$ cat config.mk
export PLATFORM = sky130hd
export DESIGN_NAME = ais_rx_ctrl
export DESIGN_NICKNAME = d
export VERILOG_FILES = /design/src/rtl/ais_rx_ctrl.sv
export SDC_FILE = /design/constraint.sdc
export NUM_CORES = 1
export LEC_CHECK = 0
export CAP_MARGIN = 15
export CORE_ASPECT_RATIO = 2
export CORE_UTILIZATION = 23
export CTS_BUF_LIST = sky130_fd_sc_hd__clkbuf_2 sky130_fd_sc_hd__clkbuf_4 sky130_fd_sc_hd__clkbuf_8
export DETAILED_ROUTE_END_ITERATION = 16
export HOLD_SLACK_MARGIN = 0.05
export PLACE_DENSITY_LB_ADDON = 0.12
export SYNTH_ARGS = -nofsm -noshare
export SYNTH_HDL_FRONTEND = slang
export SYNTH_SLANG_ARGS = --single-unit
export TNS_END_PERCENT = 5
$ cat constraint.sdc
create_clock -name sclk -period 2.42 [get_ports sclk]
set_clock_uncertainty 0.05 [all_clocks]
set_input_delay 0.605 -clock sclk [delete_from_list [all_inputs] [get_ports sclk]]
set_output_delay 0.605 -clock sclk [all_outputs]
set_load 0.1 [all_outputs]
$ cat src/rtl/ais_rx_ctrl.sv
// AIS receive-frame controller: bit counting, LSB-first byte packing, length and optional FCS check.
// Optional feature: define AIS_RX_CRC_CHECK_EN to build the serial CRC-16/X.25 check.
module ais_rx_ctrl #(
   parameter int FRAME_BITS = 184,
   parameter int MAX_BITS   = 256
) (
   input  logic       sclk,
   input  logic       rst_n,
   input  logic       bit_in,
   input  logic       bit_vld,
   input  logic       flag_start,
   input  logic       flag_end,
   input  logic       frame_ack,
   output logic [7:0] byte_data,
   output logic [4:0] byte_addr,
   output logic       byte_wr,
   output logic       frame_done,
   output logic       frame_ok,
   output logic [8:0] nbits,
   output logic       frame_err,
   output logic [7:0] drop_cnt,
   output logic       busy
);

   typedef enum logic [1:0] {S_IDLE, S_RECV, S_CHECK, S_HOLD} state_t;

   localparam logic [8:0] FRAME_CNT = 9'(FRAME_BITS);
   localparam logic [8:0] MAX_CNT   = 9'(MAX_BITS);

   state_t     state;
   logic [8:0] cnt;
   logic [7:0] sr;
   logic [7:0] sr_nxt;
   logic [8:0] cnt_nxt;
   logic       start_rx;
   logic       take_bit;
   logic       crc_ok;

   // A start flag opens a new frame from IDLE, resyncs inside RECV, or follows an ack in HOLD.
   assign start_rx = flag_start && (state == S_IDLE || state == S_RECV ||
                                    (state == S_HOLD && frame_ack));
   assign take_bit = (state == S_RECV) && !flag_start && bit_vld;
   assign sr_nxt   = {bit_in, sr[7:1]};
   assign cnt_nxt  = cnt + 9'd1;

`ifdef AIS_RX_CRC_CHECK_EN
   logic [15:0] crc;
   logic [15:0] crc_nxt;

   // NOTE: default assignment first so the combinational block never infers a latch.
   always_comb begin
      crc_nxt = {1'b0, crc[15:1]};
      if (crc[0] ^ bit_in) crc_nxt = crc_nxt ^ 16'h8408;
   end

   always_ff @(posedge sclk or negedge rst_n) begin
      if (!rst_n)        crc <= 16'hFFFF;
      else if (start_rx) crc <= 16'hFFFF;
      else if (take_bit) crc <= crc_nxt;
   end

   // Running the register over data plus complemented FCS leaves the fixed X.25 residue.
   assign crc_ok = (crc == 16'hF0B8);
`else
   assign crc_ok = 1'b1;
`endif

   always_ff @(posedge sclk or negedge rst_n) begin
      if (!rst_n) begin
         state      <= S_IDLE;
         cnt        <= '0;
         sr         <= '0;
         byte_data  <= '0;
         byte_addr  <= '0;
         byte_wr    <= 1'b0;
         frame_done <= 1'b0;
         frame_ok   <= 1'b0;
         nbits      <= '0;
         frame_err  <= 1'b0;
         drop_cnt   <= '0;
         busy       <= 1'b0;
      end else begin
         // NOTE: non-blocking assignments keep every register sampling pre-edge values.
         byte_wr   <= 1'b0;
         frame_err <= 1'b0;
         if (start_rx) begin
            cnt   <= '0;
            sr    <= '0;
            state <= S_RECV;
            busy  <= 1'b1;
         end
         case (state)
            S_IDLE: ;
            S_RECV: begin
               if (flag_start) begin
                  frame_err <= 1'b1;
               end else begin
                  if (bit_vld) begin
                     sr  <= sr_nxt;
                     cnt <= cnt_nxt;
                     if (cnt_nxt[2:0] == 3'd0) begin
                        byte_wr   <= 1'b1;
                        byte_data <= sr_nxt;
                        byte_addr <= cnt[7:3];
                     end
                  end
                  if (flag_end) begin
                     state <= S_CHECK;
                  end else if (bit_vld && cnt_nxt == MAX_CNT) begin
                     frame_err <= 1'b1;
                     state     <= S_IDLE;
                     busy      <= 1'b0;
                  end
               end
            end
            S_CHECK: begin
               nbits      <= cnt;
               frame_ok   <= (cnt == FRAME_CNT) && crc_ok;
               frame_done <= 1'b1;
               state      <= S_HOLD;
            end
            S_HOLD: begin
               if (frame_ack) begin
                  frame_done <= 1'b0;
                  if (!flag_start) begin
                     state <= S_IDLE;
                     busy  <= 1'b0;
                  end
               end else if (flag_start && drop_cnt != 8'hFF) begin
                  drop_cnt <= drop_cnt + 8'd1;
               end
            end
            default: begin
               state <= S_IDLE;
               busy  <= 1'b0;
            end
         endcase
      end
   end

endmodule

==> summary.md, run 1 <==
| Metric | Value |
|---|---|
| Largest net degree at the start of global routing | `between 50 and 60` |
| Fill cells | `around 1100` |
| Outcome | `completed` |
| Main synth FF type | `dfrtp_1` |
| Core Rows | `53` |
| Crit path time final | `roughly 2000 ps` |
| Dpl hpwl | `roughly 4000 um` |
| Routed WL | `about 5800 um` |
| WP data required | `about 2600 ps` |
| CTS Root Buffer Type | `clkbuf_8` |
| Final Setup Violations | `0` |
| #FFs+latches synth | `53` |
| Simple logic cell fraction of the synthesized area | `a little over an eighth` |
| Share of cells above drive strength 1 | `30.7%` |
| R2r setup slk | `~430 ps` |
| # port buffers | `41` |
| Ys async rst share | `100%` |
| GPL Wtd Cong | `between 0.7 and 0.8` |
| Setup WS post-layout | `roughly 430 ps` |
| Vias/cell | `4.31` |
| FF-to-FF End | `byte_data[6]` |
| CP max FO | `14` |
| Period utilisation layout | `~82%` |
| Drt drc | `0` |
| Crit end category | `flip-flop` |
| Iteration count of the initial detailed-routing pass | `4` |
| Critical Path Source Type | `flip-flop` |
| Area occupied by multi-input gates | `1040 um^2` |
| Via count of the first global-routing pass | `between 1500 and 2000` |
| Clock buffer depth | `2` |
| WL/cell | `14.8 um` |
| XOR/XNOR Fraction of Synth Area | `a little under 4%` |
| Net count, final | `roughly 260` |
| GRT Residual Overflow | `0` |
| Max-cap violations | `0` |
| Register clock-pin slew on the reported worst setup and hold paths | `100 ps` |
| DR vias | `approximately 1700` |
| Slew Limit Headroom | `between 60% and 70%` |
| Hold-fix buffers, CTS | `0` |
| Starting Density | `between 20% and 30%` |
| Post-DRT Antenna Nets | `0` |
| Yosys warnings | `0` |
| Fin. Hold Viols | `0` |
| TritonCTS clock tree | `built` |
| First-pass GRT wire length | `between 9000 and 10000 um` |
| Number of synthesized flops with an enable pin | `0` |
| Finished Layout Cells | `391` |
| Inst Count DP | `383` |
| Worst Hold Class | `in -> async` |
| Unrepaired setup endpoints after global routing | `false` |
| Compound-Gate Fraction of Synth Area | `around 12%` |
| Largest family of logic cells by synthesized area | `simple AND/OR/NAND/NOR gates` |
| FF-to-FF path depth | `5` |
| Worst VDD drop | `just over 0.6 mV` |
| Multiplexer area fraction after synthesis | `about a tenth` |
| DRT iter0 DRCs | `slightly below 90` |
| Final TNS setup | `0 ps` |
| Area growth syn-to-layout | `22.3%` |
| Skew-Pair Late Insertion Delay | `~320 ps` |
| Syn Area/Cell | `about 12 um^2` |
| Crit Path Class | `reg -> reg` |
| H-Tree Depth | `2` |
| Pre-CTS WS | `about 100 ps` |
| Final Max Tran Viols | `0` |
| CTS Buf Count | `5` |
| FF-to-FF Start | `cnt[1]` |
| Antenna violations before repair | `0` |
| CTS sink count | `53` |
| Die ar. | `around 11000 um^2` |
| Die Span Y | `about 150 um` |
| Register area | `1330 um^2` |
| Post-Syn Nets | `225` |
| PD cells | `880 nW/um^2` |
| Worst-margin pin slew | `577 ps` |
| Gr usage total | `a little under an eighth` |
| CP arrival | `between 2000 and 2500 ps` |
| Post-Synth Adder-Cell Area | `under 10%` |
| Post-CTS Resized | `0` |
| Synth unique cells | `41` |
| Pleak | `0.00153 uW` |
| Synthesized instance count | `around 210` |
| Fmax | `approximately 500 MHz` |
| Io pins | `42` |
| Postcts setup bufs | `0` |
| Antenna Diode Count | `0` |
| Commonest non-fill, non-tap cell in the layout | `dfrtp_1` |
| Syn Std Cell Area | `around 2500 um^2` |
| Core Region | `10500 um^2` |
| Die X | `75.3 um` |
| Most frequent cells in the layout | `dfrtp_1 (53), buf_4 (40), nand2_1 (21)` |
| Sequential cell area fraction in the yosys report | `~54%` |
## critical path, stage by stage (launching register included)
cell and delay (ps):
dfrtp_1 470, ha_1 330, or2_1 290, a21oi_2 140, nand2_2 240, mux2_4 360
## per-stage QoR
stage | hold slack [ps] | cell area (um^2) | util (%) | total power [uW]
finish | 217 | 3020 | 28.9 | 2660
detailed placement | 421 | 2930 | 27.9 | 2140
global placement | 416 | 2930 | 27.9 | 2140
floorplan | 259 | 2470 | - | 1890
CTS | 223 | 3020 | 28.9 | 2710
global route | 237 | 3020 | 28.9 | 2800
## final cells by class
type / count / share of cell area [%]
Clock inverter: 2 / 0.455
Timing Repair Buffer: 47 / 12.4
Inverter: 5 / 0.621
Tap cell: 137 / 5.67
Clock buffer: 6 / 2.73
Sequential cell: 53 / 43.9
Multi-Input combinational cell: 141 / 34.3
## cell usage after synthesis (3+ instances only)
cell / instances / area share [%]
a21oi_1: 4 / 0.81
a22o_1: 8 / 2.8
a31oi_1: 3 / 0.76
and2_1: 3 / 0.76
and3_1: 4 / 1.0
buf_2: 11 / 2.2
buf_6: 3 / 1.4
dfrtp_1: 53 / 54
ha_1: 4 / 2.0
inv_1: 5 / 0.76
mux2_2: 18 / 8.2
mux2_4: 3 / 1.8
nand2_1: 21 / 3.2
nand2b_1: 3 / 0.76
nand3_1: 9 / 1.8
nand4_1: 3 / 0.76
nor2_1: 8 / 1.2
o21ai_0: 15 / 3.0
xor2_1: 9 / 3.2
## layer usage
layer	track usage, %	routed length, um
met1	13.2	2330
met2	19.6	3170
met3	2.30	165
met4	5.28	125
met5	0	0
## registers in the layout (all words and copies together), names as in the netlist
name        flops
cnt             9
nbits           9
byte_data       8
drop_cnt        8
sr              7
byte_addr       5
state           2
busy            1
byte_wr         1
frame_done      1
frame_err       1
frame_ok        1
## worst max path at each step
stage / cells after the start / slack [ps] / endpoint / from
finish: 5 / 430 / byte_data[6] / cnt[1]
detailed placement: 6 / 100 / cnt[7] / flag_start
floorplan: 6 / 160 / drop_cnt[5] / drop_cnt[0]
global placement: 4 / 120 / drop_cnt[1] / frame_ack
CTS: 5 / 390 / byte_data[6] / cnt[1]
global route: 5 / 290 / byte_addr[3] / cnt[1]
## logic make-up (layout without fill, tap and decap cells)
family          count (synthesis)  count (layout)
buf+inv                        20              60
flops                          53              53
simple gates                   61              61
fa+ha+maj                       4               4
xor+xnor                       11              11
compound gates                 43              43
mux                            22              22
## where the power goes
group / internal, uW / switching [uW] / total [uW]
combinational: 252 / 749 / 1000
sequential: 982 / 127 / 1110
clock: 233 / 316 / 549
total: 1470 / 1190 / 2660
(Power assumes the default switching activity.)
==> run 2: changes to the inputs <==
==> constraint.sdc (replaced) <==
create_clock -name sclk -period 2 [get_ports sclk]
set_clock_uncertainty 0.05 [all_clocks]
set_input_delay 0.5 -clock sclk [delete_from_list [all_inputs] [get_ports sclk]]
set_output_delay 0.5 -clock sclk [all_outputs]
set_load 0.1 [all_outputs]
==> run 2 against run 1 <==
- utilization rose by 6.0 points
- critical path depth did not move
- via count rose by 4.2%
- critical path type unchanged
- critical endpoint is now drop_cnt[5]
- highest routed layer unchanged
==> summary.md, run 2 (synthesis results as in run 1) <==
| Metric | Value |
|---|---|
| Worst VDD drop | `0.730 mV (+18%)` |
| Critical Path Source Type | `flip-flop` |
| Starting Density | `23.6% (unchanged)` |
| TritonCTS clock tree | `built` |
| CP max FO | `8 (-6)` |
| Most frequent cells in the layout | `dfrtp_1 (46), buf_12 (39), nand2_1 (21)` |
| CP Launch Point | `drop_cnt[1]` |
| Final Cell Area | `3650 um^2 (+21%)` |
| WP data required | `2200 ps (-380 ps)` |
| Iteration count of the initial detailed-routing pass | `4 (unchanged)` |
| Period utilisation layout | `92.2% (+10 points)` |
| Worst Hold Class | `in -> async` |
| Largest net degree at the start of global routing | `54 (unchanged)` |
| Final Setup Violations | `0 (unchanged)` |
| Pre-CTS WS | `-195 ps (-294 ps)` |
| Outcome | `completed` |
| CTS Buf Count | `5 (unchanged)` |
| CTS Root Buffer Type | `clkbuf_8` |
| Register clock-pin slew on the reported worst setup and hold paths | `100 ps (about the same)` |
| Seq pwr share | `36.4% (-5.3 points)` |
| Combinational Power Share | `42.7% (+5.1 points)` |
| Tot Pwr | `3730 uW (+40%)` |
| First-pass GRT wire length | `9610 um (+3.0%)` |
| Largest regs | `cnt: 9 flops, nbits: 9 flops` |
| Drt drc | `0 (unchanged)` |
| GPL Wtd Cong | `0.812 (+15%)` |
| P_sw | `1510 uW (+27%)` |
| DRT iter0 DRCs | `80 (-10%)` |
| Max-cap violations | `0 (unchanged)` |
| Area growth syn-to-layout | `47.7%` |
| Routed WL | `5780 um (-0.16%)` |
| Pleak | `0.00172 uW (+13%)` |
| Worst-margin pin slew | `300 ps (-278 ps)` |
| Via count of the first global-routing pass | `1827 (+8.3%)` |
| Net count, final | `280 (+6.1%)` |
| Slowest-stage cell, CP | `a311o_2` |
| PD cells | `1020 nW/um^2 (+16%)` |
| Final Max Tran Viols | `0 (unchanged)` |
| Crit Path Class | `reg -> reg` |
| Skew-Pair Late Insertion Delay | `320 ps (about the same)` |
| Post-DRT Antenna Nets | `0 (unchanged)` |
| H-Tree Depth | `2 (unchanged)` |
| Worst-path cell chain | `ha_1, and3_1, a311o_2, nor3_4, xor2_1` |
| Vias/cell | `4.31 (+0.12%)` |
| Placement Cell Area | `3530 um^2 (+21%)` |
| Commonest non-fill, non-tap cell in the layout | `dfrtp_1` |
| Clock share of power | `20.9% (+0.3 points)` |
| Die X | `75.3 um (unchanged)` |
| Max incr delay on CP | `500 ps (+30 ps)` |
| Die Span Y | `149 um (unchanged)` |
| Fill cells | `1110 (-3.1%)` |
| Dpl hpwl | `4260 um (+4.1%)` |
| Gr usage total | `11.6% (+0.20 points)` |
| DR vias | `1756 (+4.2%)` |
| # port buffers | `41 (unchanged)` |
| Core Region | `10500 um^2 (unchanged)` |
| Io pins | `42 (unchanged)` |
| Die ar. | `11200 um^2 (unchanged)` |
| Slew Limit Headroom | `79.4% (+18 points)` |
| FF-to-FF Start | `drop_cnt[1]` |
| Core Rows | `53 (unchanged)` |
| Setup WS post-layout | `155 ps (-276 ps)` |
| Antenna Diode Count | `0 (unchanged)` |
| Fmax | `542 MHz (+7.8%)` |
| GRT Residual Overflow | `0 (unchanged)` |
| Register area | `1340 um^2 (+0.66%)` |
| Fin. Hold Viols | `0 (unchanged)` |
| Unrepaired setup endpoints after global routing | `false` |
| Hold-fix buffers, CTS | `0 (unchanged)` |
| WL/cell | `14.2 um (-4.1%)` |
| Share of cells above drive strength 1 | `37.8% (+7.1 points)` |
| Crit end category | `flip-flop` |
| Area occupied by multi-input gates | `1040 um^2 (+0.12%)` |
| Crit path time final | `1840 ps (-144 ps)` |
| Switching Fraction | `40.5% (-4.4 points)` |
| CP arrival | `2040 ps (-110 ps)` |
| Internal power | `2220 uW (+51%)` |
| Antenna violations before repair | `0 (unchanged)` |
| CTS sink count | `53 (unchanged)` |
| Clock buffer depth | `2 (unchanged)` |
run 2: cell type report:
type / count / share of cell area (%)
Multi-Input combinational cell: 141 / 28.4
Inverter: 5 / 0.514
Clock buffer: 6 / 2.26
Sequential cell: 53 / 36.5
Timing Repair Buffer: 63 / 26.6
Tap cell: 137 / 4.69
Clock inverter: 2 / 1.03
run 2: final timing paths:
check	endpoint	slack (ps)	cells after the start
worst max-delay path	drop_cnt[5]	160	5
worst min-delay path	byte_data[6]	100	2
worst max register to register	drop_cnt[5]	160	5
worst min register to register	sr[1]	470	1
max in group asynchronous	drop_cnt[5]	1530	2
min in group sclk	sr[1]	470	1
run 2: power groups by stage:
stage,logic [uW],registers [uW],clock network [uW]
floorplan,379,1920,0
global placement,1610,1380,0
detailed placement,1610,1380,0
CTS,1620,1360,818
global route,1680,1380,856
finish,1590,1360,781
run 2: repair_timing:
| action | CTS | global route |
|---|---|---|
| setup endpoints to repair | 0 | 1 |
| resized for setup | 0 | 1 |
| buffers inserted | 0 | 0 |
run 2: metrics by stage:
step                      TNS (ps)  util, %  cells  hold WS (ps)
after CTS                        0     34.9    407           116
after global routing             0     34.9    407           128
after detailed placement     -4720     33.7    399           457
after global placement       -4310     33.7    399           451
after floorplan              -7.63        -    214           154
final                            0     34.9    407           101
run 2: layer usage:
metal / share of wire [%] / GRT usage, %
met1: 39 / 12.8
met2: 55 / 20.4
met3: 3.2 / 2.24
met4: 2.6 / 5.74
met5: 0 / 0
run 2: critical path: cells and delay by family (launching register included):
kind / cells / cell delay, ps
compound gates: 1 / 500
xor+xnor: 1 / 160
fa+ha+maj: 1 / 220
flops: 1 / 460
simple gates: 2 / 390
